<file path="src/rtl/cordic_hyperbolic_seq.sv">
// Iterative hyperbolic CORDIC, one micro-rotation per clock, rotation or vectoring mode.
// Define CORDIC_HYP_GAIN_COMP_EN to add a 1/Kh gain-compensation state before results are published.
module cordic_hyperbolic_seq #(
   parameter int FIXED_WIDTH = 16,
   parameter int ITERATIONS  = 9
) (
   input  logic                                  clk,
   input  logic                                  rst,
   input  logic                                  start,
   input  logic                                  mode,
   input  logic signed [FIXED_WIDTH-1:0]         x_in,
   input  logic signed [FIXED_WIDTH-1:0]         y_in,
   input  logic signed [FIXED_WIDTH-1:0]         z_in,
   output logic        [$clog2(ITERATIONS)-1:0]  rom_idx,
   input  logic signed [FIXED_WIDTH-1:0]         rom_angle,
   output logic                                  busy,
   output logic                                  done,
   output logic signed [FIXED_WIDTH-1:0]         x_out,
   output logic signed [FIXED_WIDTH-1:0]         y_out,
   output logic signed [FIXED_WIDTH-1:0]         z_out
);

   localparam int IW = $clog2(ITERATIONS);

`ifdef CORDIC_HYP_GAIN_COMP_EN
   typedef enum logic [1:0] {S_IDLE, S_RUN, S_COMP, S_FIN} state_t;

   // Shift-add approximation of 1/Kh (about 1.20752).
   function automatic logic signed [FIXED_WIDTH-1:0] gain_comp(input logic signed [FIXED_WIDTH-1:0] v);
      return v + (v >>> 2) - (v >>> 5) - (v >>> 7) - (v >>> 8) + (v >>> 11);
   endfunction
`else
   typedef enum logic [1:0] {S_IDLE, S_RUN, S_FIN} state_t;
`endif

   state_t                        state_q, state_d;
   logic [IW-1:0]                 i_q, i_d;
   logic                          rep_q, rep_d;
   logic                          mode_q, mode_d;
   logic signed [FIXED_WIDTH-1:0] x_q, x_d, y_q, y_d, z_q, z_d;
   logic signed [FIXED_WIDTH-1:0] x_out_q, x_out_d, y_out_q, y_out_d, z_out_q, z_out_d;

   logic signed [FIXED_WIDTH-1:0] step_x, step_y, step_z;
   logic                          d_pos;
   logic                          need_rep;

   always_ff @(posedge clk or posedge rst) begin
      if (rst) begin
         state_q <= S_IDLE;
         i_q     <= IW'(1);
         rep_q   <= 1'b0;
         mode_q  <= 1'b0;
         x_q     <= '0;
         y_q     <= '0;
         z_q     <= '0;
         x_out_q <= '0;
         y_out_q <= '0;
         z_out_q <= '0;
      end else begin
         state_q <= state_d;
         i_q     <= i_d;
         rep_q   <= rep_d;
         mode_q  <= mode_d;
         x_q     <= x_d;
         y_q     <= y_d;
         z_q     <= z_d;
         x_out_q <= x_out_d;
         y_out_q <= y_out_d;
         z_out_q <= z_out_d;
      end
   end

   always_comb begin
      state_d = state_q;
      i_d     = i_q;
      rep_d   = rep_q;
      mode_d  = mode_q;
      x_d     = x_q;
      y_d     = y_q;
      z_d     = z_q;
      x_out_d = x_out_q;
      y_out_d = y_out_q;
      z_out_d = z_out_q;

      // d=+1 drives the controlled variable (z or y) toward zero.
      d_pos    = mode_q ? y_q[FIXED_WIDTH-1] : ~z_q[FIXED_WIDTH-1];
      need_rep = (int'(i_q) == 4) || ((ITERATIONS > 13) && (int'(i_q) == 13));
      if (d_pos) begin
         step_x = x_q + (y_q >>> i_q);
         step_y = y_q + (x_q >>> i_q);
         step_z = z_q - rom_angle;
      end else begin
         step_x = x_q - (y_q >>> i_q);
         step_y = y_q - (x_q >>> i_q);
         step_z = z_q + rom_angle;
      end

      case (state_q)
         S_IDLE: begin
            if (start) begin
               x_d     = x_in;
               y_d     = y_in;
               z_d     = z_in;
               mode_d  = mode;
               i_d     = IW'(1);
               rep_d   = 1'b0;
               state_d = S_RUN;
            end
         end
         S_RUN: begin
            x_d = step_x;
            y_d = step_y;
            z_d = step_z;
            if (need_rep && !rep_q) begin
               rep_d = 1'b1;
            end else begin
               rep_d = 1'b0;
               i_d   = i_q + IW'(1);
               if (i_q == IW'(ITERATIONS-1)) begin
`ifdef CORDIC_HYP_GAIN_COMP_EN
                  state_d = S_COMP;
`else
                  x_out_d = step_x;
                  y_out_d = step_y;
                  z_out_d = step_z;
                  state_d = S_FIN;
`endif
               end
            end
         end
`ifdef CORDIC_HYP_GAIN_COMP_EN
         S_COMP: begin
            x_d     = gain_comp(x_q);
            y_d     = gain_comp(y_q);
            x_out_d = gain_comp(x_q);
            y_out_d = gain_comp(y_q);
            z_out_d = z_q;
            state_d = S_FIN;
         end
`endif
         S_FIN: begin
            state_d = S_IDLE;
         end
         default: begin
            state_d = S_IDLE;
         end
      endcase
   end

   // Results are registered on entry to FIN so they are valid alongside done.
   assign rom_idx = (state_q == S_RUN) ? i_q : IW'(1);
   assign busy    = (state_q != S_IDLE);
   assign done    = (state_q == S_FIN);
   assign x_out   = x_out_q;
   assign y_out   = y_out_q;
   assign z_out   = z_out_q;

endmodule

</file>
<file path="config.mk">
export PLATFORM = sky130hd
export DESIGN_NAME = cordic_hyperbolic_seq
export DESIGN_NICKNAME = d
export VERILOG_FILES = /design/src/rtl/cordic_hyperbolic_seq.sv
export SDC_FILE = /design/constraint.sdc
export NUM_CORES = 1
export LEC_CHECK = 0
export ABC_CLOCK_PERIOD_IN_PS = 4800
export CAP_MARGIN = 10
export CORE_MARGIN = 8
export CORE_UTILIZATION = 40
export CTS_BUF_LIST = sky130_fd_sc_hd__clkbuf_16
export CTS_CLUSTER_SIZE = 14
export DETAILED_ROUTE_END_ITERATION = 7
export DONT_BUFFER_PORTS = 1
export GPL_TIMING_DRIVEN = 0
export PLACE_DENSITY = 0.6
export SLEW_MARGIN = 0
export SYNTH_ARGS = -nofsm -noshare
export SYNTH_HDL_FRONTEND = slang
export SYNTH_SLANG_ARGS = --single-unit
</file>
<file path="constraint.sdc">
create_clock -name clk -period 4.8 [get_ports clk]
set_clock_uncertainty 0.2 [all_clocks]
set_input_delay 0.24 -clock clk [delete_from_list [all_inputs] [get_ports clk]]
set_output_delay 0.24 -clock clk [all_outputs]
set_load 0.03 [all_outputs]
</file>
; Word-level counts from Yosys, hierarchy flattened
; Index checks and enable logic that the tools add are counted.
[totals]
regBits = 104
wordCells = 59
[classes]
addsub = 7
n_eq_ne = 7
n_shift = 2
mux = 21
bitwise = 2
n_reduce_logical = 10
[ops]
columns = operator, n
row1 = $mux 16, 6
row2 = $pmux 16 s2, 3
row3 = $add 16x16->16, 3
row4 = $sub 16x16->16, 3
row5 = $sshr 16x4->16, 2
row6 = $mux 4, 3
row7 = $reduce_and 3->1, 3
row8 = $eq 4x4->1 const B, 2
row9 = $pmux 4 s2, 1
row10 = $mux 2, 3
row11 = $ne 2x2->1 const B, 3
row12 = $add 4x1->4 const B, 1
row13 = $pmux 2 s2, 1
row14 = $reduce_and 2->1, 2
row15 = $reduce_bool 2->1, 2
row16 = $mux 1, 3
row17 = $eq 2x1->1 const B, 1
row18 = $eq 2x2->1 const B, 1
row19 = $logic_not 2->1, 1
row20 = $not 1->1, 2
row21 = $pmux 1 s2, 1
row22 = $logic_and 1x1->1, 1
row23 = $logic_not 1->1, 1

; Longest topological paths before layout
[depth]
word_depth = 4
depth_mapped = 23
ltp_nobuf = 20

; Worst setup path before layout
; No wires, ideal clock.
[synth_path]
kind = flip-flop to flip-flop
start = reg i_q[0]
end = reg y_out_q[14] (netlist: y_out[14])
setup_time_ps = 134
arrival_ps = 4526
t_required_ps = 4466
path_slack_ps = -60
stages_incl_launch_ff = 22
n_path_buf = 4
synth_period_minus_slack_ps = 4860
cell_sequence = dfstp_2 -> buf_6 -> buf_12 -> buf_6 -> clkbuf_1 -> or2_2 -> a2bb2oi_1 -> nand2_1 -> a21oi_1 -> ha_1 -> nand2_1 -> o21ai_0 -> fa_1 -> a21o_1 -> a21oi_1 -> nor2b_1 -> o41a_1 -> and4_1 -> o31a_1 -> a31oi_1 -> xor2_1 -> o21ai_0
[synth_via]
elab_chain_len = 4
word_cells_on_any_way = 9
[synth_rtl]
columns = item, line_no
row1 = start: declaration, 37  ; logic [IW-1:0] i_q, i_d;
row2 = start signal: assignment, 61  ; i_q <= i_d;
row3 = branches (longest 4 deep; another with $sub 16x16->16), n/a
row4 = end signal: assignment, 68  ; y_out_q <= y_out_d;
row5 = end: declaration, 41  ; logic signed [FIXED_WIDTH-1:0] x_out_q, x_out_d, y_out_q, y_out_d, z_out_q, z_out_d;
; Several ways; the timed one is not identified.
; A chain may end at the register's enable or synchronous reset.

; Worst setup path in the final report
[layout_path]
start = reg i_q[0]
end = reg y_q[14]
[layout_via]
elab_chain_len = 4
word_cells_on_any_way = 5
[layout_rtl]
columns = item, line_no
row1 = $sshr 16x4->16 (*), "90, 94"
row2 = $sub 16x16->16 / $add 16x16->16 (equally long branches), "94, 90"
row3 = $mux 16 (*), 88  ; if (d_pos) begin
row4 = $pmux 16 s2 (*), 98  ; case (state_q)
row5 = end signal: assignment, 65  ; y_q <= y_d;
row6 = end: declaration, 40  ; logic signed [FIXED_WIDTH-1:0] x_q, x_d, y_q, y_d, z_q, z_d;
; Every way passes the cells marked *; elsewhere a longest branch is shown, timed or not.

==> metrics.txt <==
# TYPE chip_impl_metric gauge
chip_impl_metric{name="syn_avg_cell_area",unit="µm²"} 8.89
chip_impl_metric{name="cts_max_path_buffers",unit=""} 2
chip_impl_metric{name="cts_made_buffers",unit=""} 9
chip_impl_info{name="violations",value="negative setup slack"} 1
chip_impl_metric{name="postLayoutSetupSlackWorst",unit="ns"} -0.216
chip_impl_metric{name="critical_path.max_fanout",unit=""} 7
chip_impl_info{name="max_stage_delay_cell_worst_path",value="sky130_fd_sc_hd__dfstp_2"} 1
chip_impl_metric{name="starting_utilization_of_the_core_area",unit="%"} 40.4
chip_impl_info{name="worst_path_dominant_cell_family",value="compound AO/OA/AOI/OAI gates"} 1
chip_impl_info{name="grt_setup_unrepaired",value="yes"} 1
chip_impl_metric{name="holdWs",unit="ns"} 0.00382
chip_impl_metric{name="max-slew-margin-rel",unit="%"} 35.1
chip_impl_info{name="worstHoldPathType",value="input port to flip-flop"} 1
chip_impl_info{name="status",value="finished with violations"} 1
chip_impl_metric{name="finalCritPeriodShare",unit="%"} 105
chip_impl_metric{name="drt-total-wl",unit="µm"} 31900
chip_impl_info{name="synth_largest_area_cell",value="sky130_fd_sc_hd__dfrtp_1"} 1
chip_impl_info{name="cts_tree",value="built"} 1
chip_impl_metric{name="timing.final.max_slew_violations",unit=""} 0
chip_impl_metric{name="tightest_slew",unit="ns"} 0.973
chip_impl_metric{name="worstPathArrival",unit="ns"} 5.06
chip_impl_metric{name="synth_top_area_share",unit="%"} 28.4
chip_impl_metric{name="number_of_max_capacitance_violations_reported",unit=""} 0
chip_impl_metric{name="layout-drive-gt1-share",unit="%"} 20.7
chip_impl_metric{name="die-width",unit="µm"} 167
chip_impl_metric{name="routedWlPerCell",unit="µm"} 22.1
chip_impl_metric{name="cts.clk_slew.worst_paths",unit="ns"} 0.09
chip_impl_metric{name="period_needed",unit="ns"} 5.02
chip_impl_metric{name="design.die.area",unit="µm²"} 27800
chip_impl_metric{name="grt_max_degree",unit=""} 55
chip_impl_info{name="dominantRegCellSynth",value="sky130_fd_sc_hd__dfrtp_1"} 1
chip_impl_info{name="worstSetupPathType",value="flip-flop to flip-flop"} 1
chip_impl_metric{name="number_of_buffers_inserted_by_port_buffering",unit=""} 0
chip_impl_metric{name="pin_count",unit=""} 122
chip_impl_metric{name="ys_types",unit=""} 79
chip_impl_info{name="netlist_top_cells_area",value="sky130_fd_sc_hd__dfrtp_1 (28%), sky130_fd_sc_hd__ha_1 (7.7%), sky130_fd_sc_hd__nand2_1 (6.4%)"} 1
chip_impl_metric{name="final_setup_viols",unit=""} 6
chip_impl_metric{name="vias",unit=""} 8512
chip_impl_metric{name="antenna_left",unit=""} 0
chip_impl_metric{name="route.detailed.drc",unit=""} 0
chip_impl_metric{name="synth-warning-count",unit=""} 0
chip_impl_metric{name="grt_first_pass_wirelength",unit="µm"} 49000
chip_impl_metric{name="synth-edff-count",unit=""} 0
chip_impl_metric{name="grt_antenna_before_repair",unit=""} 0
chip_impl_metric{name="clock_latency_reported_for_the_late_side_of_the_worst_skew_pair",unit="ns"} 0.38
chip_impl_metric{name="antenna_cells",unit=""} 0
chip_impl_metric{name="gr-usage-all-layers",unit="%"} 22.3
chip_impl_metric{name="rows",unit=""} 55
chip_impl_info{name="crit_path_end_kind",value="flip-flop"} 1
chip_impl_metric{name="drt_first_iter_violations",unit=""} 674
chip_impl_metric{name="syn-cell-area",unit="µm²"} 9090
chip_impl_metric{name="seq_area_frac_synth",unit="%"} 28.6
chip_impl_metric{name="count_of_clock_tree_sinks",unit=""} 104
chip_impl_info{name="most_common_cell_after_layout_fill_and_taps_aside",value="sky130_fd_sc_hd__nand2_1"} 1
chip_impl_metric{name="critical_path_required",unit="ns"} 4.84
chip_impl_metric{name="hold_viol_final",unit=""} 0
chip_impl_metric{name="post_synth_inst_count",unit=""} 1022
chip_impl_info{name="cts-root-buf",value="sky130_fd_sc_hd__clkbuf_16"} 1
chip_impl_info{name="start_kind",value="flip-flop"} 1
chip_impl_metric{name="drt_pass1_iterations",unit=""} 6
chip_impl_metric{name="routabilityCongestion",unit=""} 0.922
chip_impl_metric{name="timing.critical_path.buf_inv",unit=""} 4
chip_impl_metric{name="total_of_flip_flops_plus_latches_after_synthesis",unit=""} 104
chip_impl_metric{name="viasPerCell",unit=""} 5.89
chip_impl_metric{name="design.final.nets",unit=""} 1281
chip_impl_metric{name="synthesis.nets",unit=""} 1149
chip_impl_metric{name="final_core_util",unit="%"} 50.4
chip_impl_metric{name="core-area",unit="µm²"} 22500
chip_impl_metric{name="grt.overflow.total",unit=""} 0
chip_impl_metric{name="syn2layout_area_growth",unit="%"} 24.9
chip_impl_metric{name="first_global_vias",unit=""} 8512
chip_impl_info{name="path_cells",value="buf_8 -> buf_12 -> buf_12 -> mux2_4 -> o211ai_1 -> nand2_1 -> a21oi_2 -> ha_4 -> nand2_4 -> o21ai_4 -> fa_2 -> a21o_1 -> a21oi_2 -> nor2b_2 -> o41a_1 -> and4_1 -> o31a_1 -> a31oi_2 -> xor2_2 -> buf_6 -> a21oi_2"} 1
chip_impl_metric{name="max_freq",unit="MHz"} 199
chip_impl_metric{name="synth_async_sr_flop_share",unit="%"} 100
chip_impl_metric{name="place_hpwl",unit="µm"} 23900
chip_impl_metric{name="htree_num_levels",unit=""} 3
chip_impl_metric{name="cpPeakStageDelay",unit="ns"} 0.55
chip_impl_info{name="timing.critical_path.mode_cell",value="sky130_fd_sc_hd__a21oi_2"} 1
chip_impl_metric{name="floorplan.die.height",unit="µm"} 167
chip_impl_info{name="layout.cells.most_common_list",value="sky130_fd_sc_hd__nand2_1 (151), sky130_fd_sc_hd__dfrtp_1 (103), sky130_fd_sc_hd__nor2_1 (72)"} 1
## timing repair
action,in CTS,in global routing
setup endpoints to repair,43,31
hold buffers,50,0
hold endpoints to repair,97,0
setup buffers,35,39
gates resized for setup,50,71
pin swaps,23,50
## metal layers
| layer | global-route usage [%] | wire length [µm] |
|---|---|---|
| met3 | 5.08 | 2400 |
| met2 | 37.0 | 14900 |
| met4 | 9.75 | 1390 |
| met5 | 0 | 0 |
| met1 | 27.4 | 13100 |
## synthesized netlist by cell type, drive strengths merged, types with 3 or more instances
master,n
a211oi,24
a21o,12
a21oi,81
a221oi,6
a22oi,3
a31oi,7
a41oi,3
and2,8
and3,3
and4,3
buf,16
clkbuf,39
dfrtp,103
fa,3
ha,56
inv,25
mux2,16
mux2i,39
mux4,29
nand2,156
nand2b,11
nand3,9
nand4,4
nor2,74
nor2b,25
nor3,18
nor3b,4
nor4,3
o211a,3
o211ai,11
o21a,10
o21ai,73
o21bai,6
o221ai,5
o22a,3
o41ai,4
or2,5
or3,8
xnor2,52
xor2,32
## worst paths after layout
path / startpoint / cells past startpoint / to / slack, ns
hold reg to reg: rep_q$_DFFE_PP0P_ / 1 / rep_q$_DFFE_PP0P_ / 0.31
min in group asynchronous: rst / 2 / z_out[6]$_DFFE_PP0P_ / 0.23
max in group asynchronous: rst / 3 / x_out[13]$_DFFE_PP0P_ / 3.45
setup / recovery: i_q[0]$_DFFE_PP1P_ / 21 / y_q[14]$_DFFE_PP0P_ / -0.22
setup reg to reg: i_q[0]$_DFFE_PP1P_ / 21 / y_q[14]$_DFFE_PP0P_ / -0.22
hold / removal: start / 3 / x_q[2]$_DFFE_PP0P_ / 0.004
## logic make-up (layout without fill, tap and decap cells)
group	count (synthesis)	after routing	share of synthesized area [%]
AO/OA/AOI/OAI	272	272	19.1
buffers and inverters	80	217	4.85
adder cells (fa/ha/maj)	59	59	8.37
multiplexers	84	84	13.7
AND/OR/NAND/NOR	339	339	17.2
flip-flops	104	104	28.6
XOR/XNOR	84	84	8.09
## stage by stage
step           TNS, ns  setup slack [ns]  std cells  cell area [µm²]
2_1_floorplan        0            0.0418       1022             9090
3_3_place_gp    -16.09            -0.950       1307             9450
3_5_place_dp    -17.12            -0.990       1308             9480
4_1_cts        -0.0967           -0.0549       1407            10700
5_1_grt          -1.53            -0.340       1444            11400
6_report        -0.485            -0.216       1444            11400
## layout make-up
type	count	area, µm²
well taps	285	357
repair buffers	123	1100
inverters	25	96.3
multi-input cells	838	6490
plain buffers	53	392
fillers	2059	11200
clock inverters	7	81.3
clock buffers	9	225
flip-flops and latches	104	2600
## worst register-to-register path, delay by kind of cell (launching register included)
kind / cells / cell delay, ns
compound gates: 9 / 2.03
buf+inv: 4 / 0.49
fa+ha+maj: 2 / 0.61
simple gates: 4 / 0.51
flops: 1 / 0.55
mux: 1 / 0.31
xor+xnor: 1 / 0.17
## state kept, by name (all words and copies together), names as in the netlist
register	flops
x_q	16
state_q	2
rep_q	1
z_q	16
y_q	16
i_q	4
z_out	16
y_out	16
x_out	16
mode_q	1
Power is left out: the tool's default activity adds up to more than one toggle a clock period on the data nets, which glitch-free logic cannot reach.
